$ cat src/rtl/cond_unit.sv
// Conditional-execution unit: holds the NZCV flag register, checks the
// instruction condition, gates the decoder's write strobes and counts squashed instructions.
module cond_unit #(
  parameter bit BYPASS = 1'b0,
  parameter int CNT_W  = 8
) (
  input  logic             clk,
  input  logic             rst_n,
  input  logic             en,
  input  logic [3:0]       Cond,
  input  logic [3:0]       ALUFlags,
  input  logic [1:0]       FlagW,
  input  logic             PCS,
  input  logic             RegW,
  input  logic             MemW,
  input  logic             NoWrite,
  input  logic             cnt_clr,
  output logic             PCSrc,
  output logic             RegWrite,
  output logic             MemWrite,
  output logic             CondEx,
  output logic [3:0]       Flags,
  output logic [CNT_W-1:0] squash_cnt
);

  logic [3:0] f;
  logic       n, z, c, v;
  logic       pass;

  // With BYPASS, flag groups written this cycle feed straight into the condition check.
  always_comb begin
    f = Flags;
    if (BYPASS) begin
      if (FlagW[1]) f[3:2] = ALUFlags[3:2];
      if (FlagW[0]) f[1:0] = ALUFlags[1:0];
    end
  end

  assign n = f[3];
  assign z = f[2];
  assign c = f[1];
  assign v = f[0];

  always_comb begin
    pass = 1'b0;
    case (Cond)
      4'b0000: pass = z;
      4'b0001: pass = !z;
      4'b0010: pass = c;
      4'b0011: pass = !c;
      4'b0100: pass = n;
      4'b0101: pass = !n;
      4'b0110: pass = v;
      4'b0111: pass = !v;
      4'b1000: pass = !z && c;
      4'b1001: pass = z || !c;
      4'b1010: pass = (n == v);
      4'b1011: pass = (n != v);
      4'b1100: pass = !z && (n == v);
      4'b1101: pass = z || (n != v);
      4'b1110: pass = 1'b1;
      default: pass = 1'b0;
    endcase
  end

  assign CondEx   = en & pass;
  assign PCSrc    = PCS & CondEx;
  assign MemWrite = MemW & CondEx;
  assign RegWrite = RegW & CondEx & !NoWrite;

  always_ff @(posedge clk or negedge rst_n) begin
    if (!rst_n) begin
      Flags <= 4'b0000;
    end else if (CondEx) begin
      if (FlagW[1]) Flags[3:2] <= ALUFlags[3:2];
      if (FlagW[0]) Flags[1:0] <= ALUFlags[1:0];
    end
  end

  // Saturating squash counter; clear wins over a same-cycle increment.
  always_ff @(posedge clk or negedge rst_n) begin
    if (!rst_n) begin
      squash_cnt <= '0;
    end else if (cnt_clr) begin
      squash_cnt <= '0;
    end else if (en && !pass && (squash_cnt != {CNT_W{1'b1}})) begin
      squash_cnt <= squash_cnt + CNT_W'(1);
    end
  end

endmodule
$ cat config.mk
export PLATFORM = sky130hd
export DESIGN_NAME = cond_unit
export DESIGN_NICKNAME = d
export VERILOG_FILES = /design/src/rtl/cond_unit.sv
export SDC_FILE = /design/constraint.sdc
export NUM_CORES = 1
export LEC_CHECK = 0
export ABC_CLOCK_PERIOD_IN_PS = 3300
export BUFFER_PORTS_ARGS = -buffer_cell sky130_fd_sc_hd__buf_2
export CORE_MARGIN = 2
export CORE_UTILIZATION = 38
export CTS_CLUSTER_DIAMETER = 40
export DETAILED_ROUTE_END_ITERATION = 7
export PLACE_DENSITY = 0.67
export SYNTH_ARGS = -nofsm -noshare
export SYNTH_HDL_FRONTEND = slang
export SYNTH_SLANG_ARGS = --single-unit
export TNS_END_PERCENT = 10
$ cat constraint.sdc
create_clock -name clk -period 3.3 [get_ports clk]
set_input_delay 0.66 -clock clk [delete_from_list [all_inputs] [get_ports clk]]
set_output_delay 0.66 -clock clk [all_outputs]
set_load 0.02 [all_outputs]
# After elaboration in Yosys (flattened, before gate mapping)

Cells that the tools add are included.

Shift operators: 0
Reduce and logical (&&, ||, !) cells: 16
$add $sub $neg: 1
$lt $le $gt $ge: 0
Bitwise gates (word level): 5
Equality and inequality tests: 17
Mux-type cells: 3
Multiply operators: 0
Divide/modulo/power cells: 0

Operators with widths:

| kind                | number |
|---|---|
| $eq 4x4->1 const B  | 7 |
| $eq 4x3->1 const B  | 4 |
| $mux 8              | 2 |
| $pmux 1 s15         | 1 |
| $add 8x1->8 const B | 1 |
| $eq 4x2->1 const B  | 2 |
| $ne 8x8->1 const B  | 1 |
| $logic_not 1->1     | 6 |
| $and 1x1->1         | 5 |
| $eq 4x1->1 const B  | 1 |
| $logic_and 1x1->1   | 4 |
| $logic_not 4->1     | 1 |
| $reduce_and 2->1    | 2 |
| $logic_or 1x1->1    | 2 |
| $reduce_bool 2->1   | 1 |
| $eq 1x1->1          | 1 |
| $ne 1x1->1          | 1 |

Memory bits (read-only): 0
Bits in latches: 0
Output and inout port bits: 16
Memories kept: 0
Bits in writable memories: 0
Flip-flop bits (word level): 12

# Logic depth before layout (Yosys ltp)

Depth in word-level cells: 8
Mapped depth: 7

# Least setup slack after synthesis

No wires, ideal clock.

Kind: input-to-output
From: in Cond[1]
To: out RegWrite
Stages on the path: 7
Data required time: 2.640 ns
Data arrival time: 2.376 ns
Path buffers: 2
Slack: 0.264 ns
Cell sequence: clkbuf_2 -> or3_2 -> o311a_4 -> a22oi_4 -> buf_6 -> o21a_1 -> and3b_1

Longest elaborated chain between the ends: 5
Elaborated cells between the ends (all ways): 19
Classes of those cells: eq/ne (14); mux (1); bitwise (3); reduce/logical (1)

RTL lines:

| item                                     | RTL line | text |
|---|---|---|
| from (decl)                              | 10       | `input logic [3:0] Cond,` |
| $eq 4x4->1, or another cell as far along | 46       | `case (Cond)` |
| $pmux 1 s15 (*)                          | 46       |  |
| $and 1x1->1 (*)                          | 66       | `assign CondEx = en & pass;` |
| named net CondEx                         | 21       | `output logic CondEx,` |
| $and 1x1->1 (*) (2 in series)            | 69       | `assign RegWrite = RegW & CondEx & !NoWrite;` |
| to (decl)                                | 19       | `output logic RegWrite,` |

The timed path passes the listed nets; every way through them passes the cells marked *.

# Final worst setup path

From: in Cond[3]
To: out RegWrite

Longest elaborated chain between the ends: 5
Elaborated cells between the ends (all ways): 19
Classes of those cells: eq/ne (14); mux (1); bitwise (3); reduce/logical (1)

RTL lines:

| item                                     | RTL line |
|---|---|
| $eq 4x4->1, or another cell as far along | 46 |
| $pmux 1 s15 (*)                          | 46 |
| $and 1x1->1 (*)                          | 66 |
| $and 1x1->1 (*) (2 in series)            | 69 |

Mark *: on every way between the ends. The rest lies on a longest branch, timed or not.

==> results.md <==
Yosys:
- By area the synthesized netlist is led by sky130_fd_sc_hd__dfrtp_1 35%, sky130_fd_sc_hd__mux2_2 6.5%, sky130_fd_sc_hd__a21oi_1 4.7%.
- The count of state elements after synthesis is 12.
- Yosys mapped a number of flops with a built-in enable equal to 0.
- The count of synthesis-stage warnings from yosys is 0.
- The number of distinct standard cells referenced by the synthesized netlist is 37.
- The cell area that synthesis handed to floorplanning was 861 um^2.
- The post-synthesis cell count is 88.
- The total nets after synthesis is 107.
- The leading area contributor after synthesis is sky130_fd_sc_hd__dfrtp_1.
- For this run, asynchronously set or reset flops after synthesis account for 1.00.
- The part of the Yosys area used for sequential elements is 0.349.
- The fraction of synthesized cell area taken by the top area cell type is 0.349.
- For this run, the leading register cell type out of synthesis is sky130_fd_sc_hd__dfrtp_1.
- The mean instance size in the synthesized netlist is 9.78 um^2.

Job:
- Across the run, the number of max-cap violations was 0.

Power and ir drop:
- The proportion of power drawn by flip-flops and latches is 0.378.
- Of the total power, combinational logic draws 0.394.
- Across the VDD grid, the largest voltage drop is 0.000256 V.
- Summed over all cells, the static leakage comes to 0.547 nW.
- In this run the power density over the cells is 493 nW/um^2.
- The fraction of power spent switching nets is 0.383.
- The switching power of the nets is 0.000203 W.
- Internal power comes to 0.000328 W.
- The share of total power dissipated in the clock network is 0.228.

Floorplanning:
- After floorplanning, the core was sized to cover 2170 um^2.
- The count of pins on the block boundary is 34.
- The starting density of the core is 0.397.
- The die is 51.6 um tall.
- The number of rows created at floorplan is 17.
- The die width is 51.6 um.
- The area of the die is 2660 um^2.

Timing:
- For the pin with the worst max-slew slack, the measured transition is 282 ps.
- The max-slew violation count is 0.
- The setup TNS is 0 ps.
- In the finished design, the share of the clock period the worst path needs comes to 0.853.
- The relative max-transition margin is 0.812.
- Between clock sinks in the finished design, the worst skew comes to 5.89 ps.
- The number of hold-slack violations in the final timing report is 0.
- Based on the critical path, the design can be clocked at up to 355 MHz.
- The worst path needs 2810 ps of the cycle, external delays included.
- Setup repair after global routing left no endpoint under its margin.
- The final count of negative-setup-slack endpoints is 0.

Clocking:
- The clock insertion delay at the later pin of the skew report is 280 ps.
- The level count of the clock H-tree is 1.
- The count of clock tree sinks is 12.
- The post-cts sizing count is 0.
- Clock tree synthesis selected as its root buffer the cell sky130_fd_sc_hd__clkbuf_4.
- The post-cts hold buffer count is 0.
- Clock tree synthesis inserted a total of 3 buffers.
- After clock tree synthesis, the clock-pin slew on the worst setup and hold paths is 80 ps.
- No sink is reached through more buffers than the 2 on the longest clock path.
- After clock tree synthesis, the setup repair step added 0 buffers.
- The CTS tree is yes.

Routing:
- For this run, the detailed router's first-pass iteration total came to 4.
- For this block, the routed nets add up to 1940 um of wire.
- Dividing the detail-routed via count by the number of cells gives 5.34.
- After detailed routing, the average wire length per cell comes to 12.8 um.
- The remaining routing DRC violations is 0.
- The remaining number of nets flagged by the antenna check after routing is 0.
- For this block, the via count after detailed routing is 807.
- The number of violations reported at the end of detailed-routing iteration 0 is 17.

Global route:
- For this run, the total global-route usage over all layers was measured as 0.162.
- The number of global-route vias before repair is 789.
- The number of antenna violations at the first check in global routing was 0.
- The sum of overflow across all layers after global routing is 0.
- The pin count of the biggest net entering global routing is 15.
- The first global-routing pass estimated 3280 um of wire.

Placed design:
- The number of placed instances with taps included is 147.
- The number of port buffers is 33.
- The HPWL after detailed placement is 1520 um.
- The congestion estimate from routability-driven global placement came to 0.802.

Finish:
- The post-route non-filler standard cell count is 151.
- The number of diodes added for antenna fixing is 0.
- Compared with the post-synthesis result, the final layout area differs by 25.3%.
- The total number of nets in the final design is 143.
- The layout has 221 filler cells.
- The fraction of layout instances using a drive strength above 1 is 0.415.

Worst setup path:
- The flop-to-flop setup slack is 1040 ps.
- The cell occurring most often along the worst timing path is sky130_fd_sc_hd__buf_2.
- The endpoint identified for the worst register-to-register timing path is Flags[3]$_DFFE_PN0P_.
- The worst setup path category is in2out.
- The slowest cell on the critical path is sky130_fd_sc_hd__or3_2.
- STA puts the critical path data required time at 2640 ps.
- Counting both buffers and inverters, the worst setup path holds a total of 2.
- The worst register-to-register path begins at Flags[3]$_DFFE_PN0P_.
- Of all nets on the critical path, the largest fanout is 6.
- The kind of start point of the critical path is a primary input.
- Counting cells, the worst reg-to-reg path comes to 7.
- The signal on the critical path passes through buf_2, nand2b_1, or3_2, o311a_4, a22oi_4, o21a_1, and3b_1, buf_2.
- The critical path capture point type is a primary output.
- The largest single stage delay on the critical path is 420 ps.
- The endpoint arrival time on the critical path is 2150 ps.
- Grouping stages by cell kind, the critical path spends the most delay in simple AND/OR/NAND/NOR gates.

Worst hold path:
- The path class of the tightest hold or removal check is in2async.

Status:
- The run finished with clean final reports.
## metrics by stage
stage | util | hold slack (ps) | worst slack (ps) | instance area [um^2] | power [W]
4_1_cts | 0.497 | 252 | 485 | 1080 | 0.000536
2_1_floorplan | - | 364 | 264 | 861 | 0.000349
3_3_place_gp | 0.480 | 555 | 503 | 1040 | 0.000409
6_report | 0.497 | 240 | 486 | 1080 | 0.000531
5_1_grt | 0.497 | 261 | 344 | 1080 | 0.000566
3_5_place_dp | 0.480 | 558 | 487 | 1040 | 0.000414
## registers in the layout (all words and copies together) (netlist names)
signal	cells
Flags	4
squash_cnt	8
## cell families after synthesis
family          share of synthesized area
flops                               0.349
xor+xnor                           0.0204
buf+inv                            0.0436
simple gates                        0.256
fa+ha+maj                          0.0145
compound gates                      0.211
mux                                 0.106
## Yosys cell counts, types with 2 or more instances
master,number
sky130_fd_sc_hd__or3_2,2
sky130_fd_sc_hd__o31ai_1,2
sky130_fd_sc_hd__or3_1,3
sky130_fd_sc_hd__mux2_2,5
sky130_fd_sc_hd__nor3_1,2
sky130_fd_sc_hd__and3_1,2
sky130_fd_sc_hd__nand3_1,4
sky130_fd_sc_hd__or4_1,2
sky130_fd_sc_hd__and2_1,3
sky130_fd_sc_hd__o211a_1,2
sky130_fd_sc_hd__mux2i_1,2
sky130_fd_sc_hd__xor2_1,2
sky130_fd_sc_hd__nand2_1,3
sky130_fd_sc_hd__nand2b_1,5
sky130_fd_sc_hd__a21oi_1,8
sky130_fd_sc_hd__o21ai_0,5
sky130_fd_sc_hd__dfrtp_1,12
sky130_fd_sc_hd__inv_1,3
sky130_fd_sc_hd__nor2_1,3
## power groups by stage
stage / clock network, W / logic, W / registers, W
after floorplan: 0 / 0.000124 / 0.000225
after global placement: 0 / 0.000207 / 0.000202
after detailed placement: 0 / 0.000211 / 0.000204
after CTS: 0.000124 / 0.000211 / 0.000201
after global routing: 0.000132 / 0.000228 / 0.000205
final: 0.000121 / 0.000209 / 0.000201
## worst max-delay path by stage
stage	startpoint	to	slack [ps]	cells past startpoint
final	Cond[3]	RegWrite	490	8
after global routing	Cond[1]	RegWrite	340	8
after CTS	Cond[3]	RegWrite	480	8
after detailed placement	Cond[3]	RegWrite	490	8
after global placement	Cond[3]	RegWrite	500	8
after floorplan	Cond[1]	RegWrite	260	7
## cell type report
class                           count  area, um^2  share of cell area
Timing Repair Buffer               34         173               0.160
Inverter                            3        11.3              0.0104
Clock buffer                        4        36.3              0.0336
Multi-Input combinational cell     70         523               0.485
Tap cell                           28        35.0              0.0325
Sequential cell                    12         300               0.278
## cells in the final DEF, fill, tap and decap left out, drive strengths merged, types with 3 or more instances in the layout
master / netlist / final
and2: 3 / 3
mux2: 6 / 6
or3: 5 / 5
nand2b: 5 / 5
nand2: 3 / 3
buf: 1 / 34
nor2: 4 / 4
clkbuf: 1 / 4
o21ai: 5 / 5
a21oi: 8 / 8
nand3: 4 / 4
dfrtp: 12 / 12
inv: 3 / 3
## routing by layer
| layer | vias to the layer above | global-route usage | wire, um |
|---|---|---|---|
| li1 | 397 | - | - |
| met1 | 384 | 0.195 | 865 |
| met2 | 23 | 0.293 | 956 |
| met3 | 3 | 0.0172 | 91 |
| met4 | 0 | 0.0658 | 26 |
| met5 | - | 0 | 0 |
Note: power is estimated with default switching activity, not from simulation.
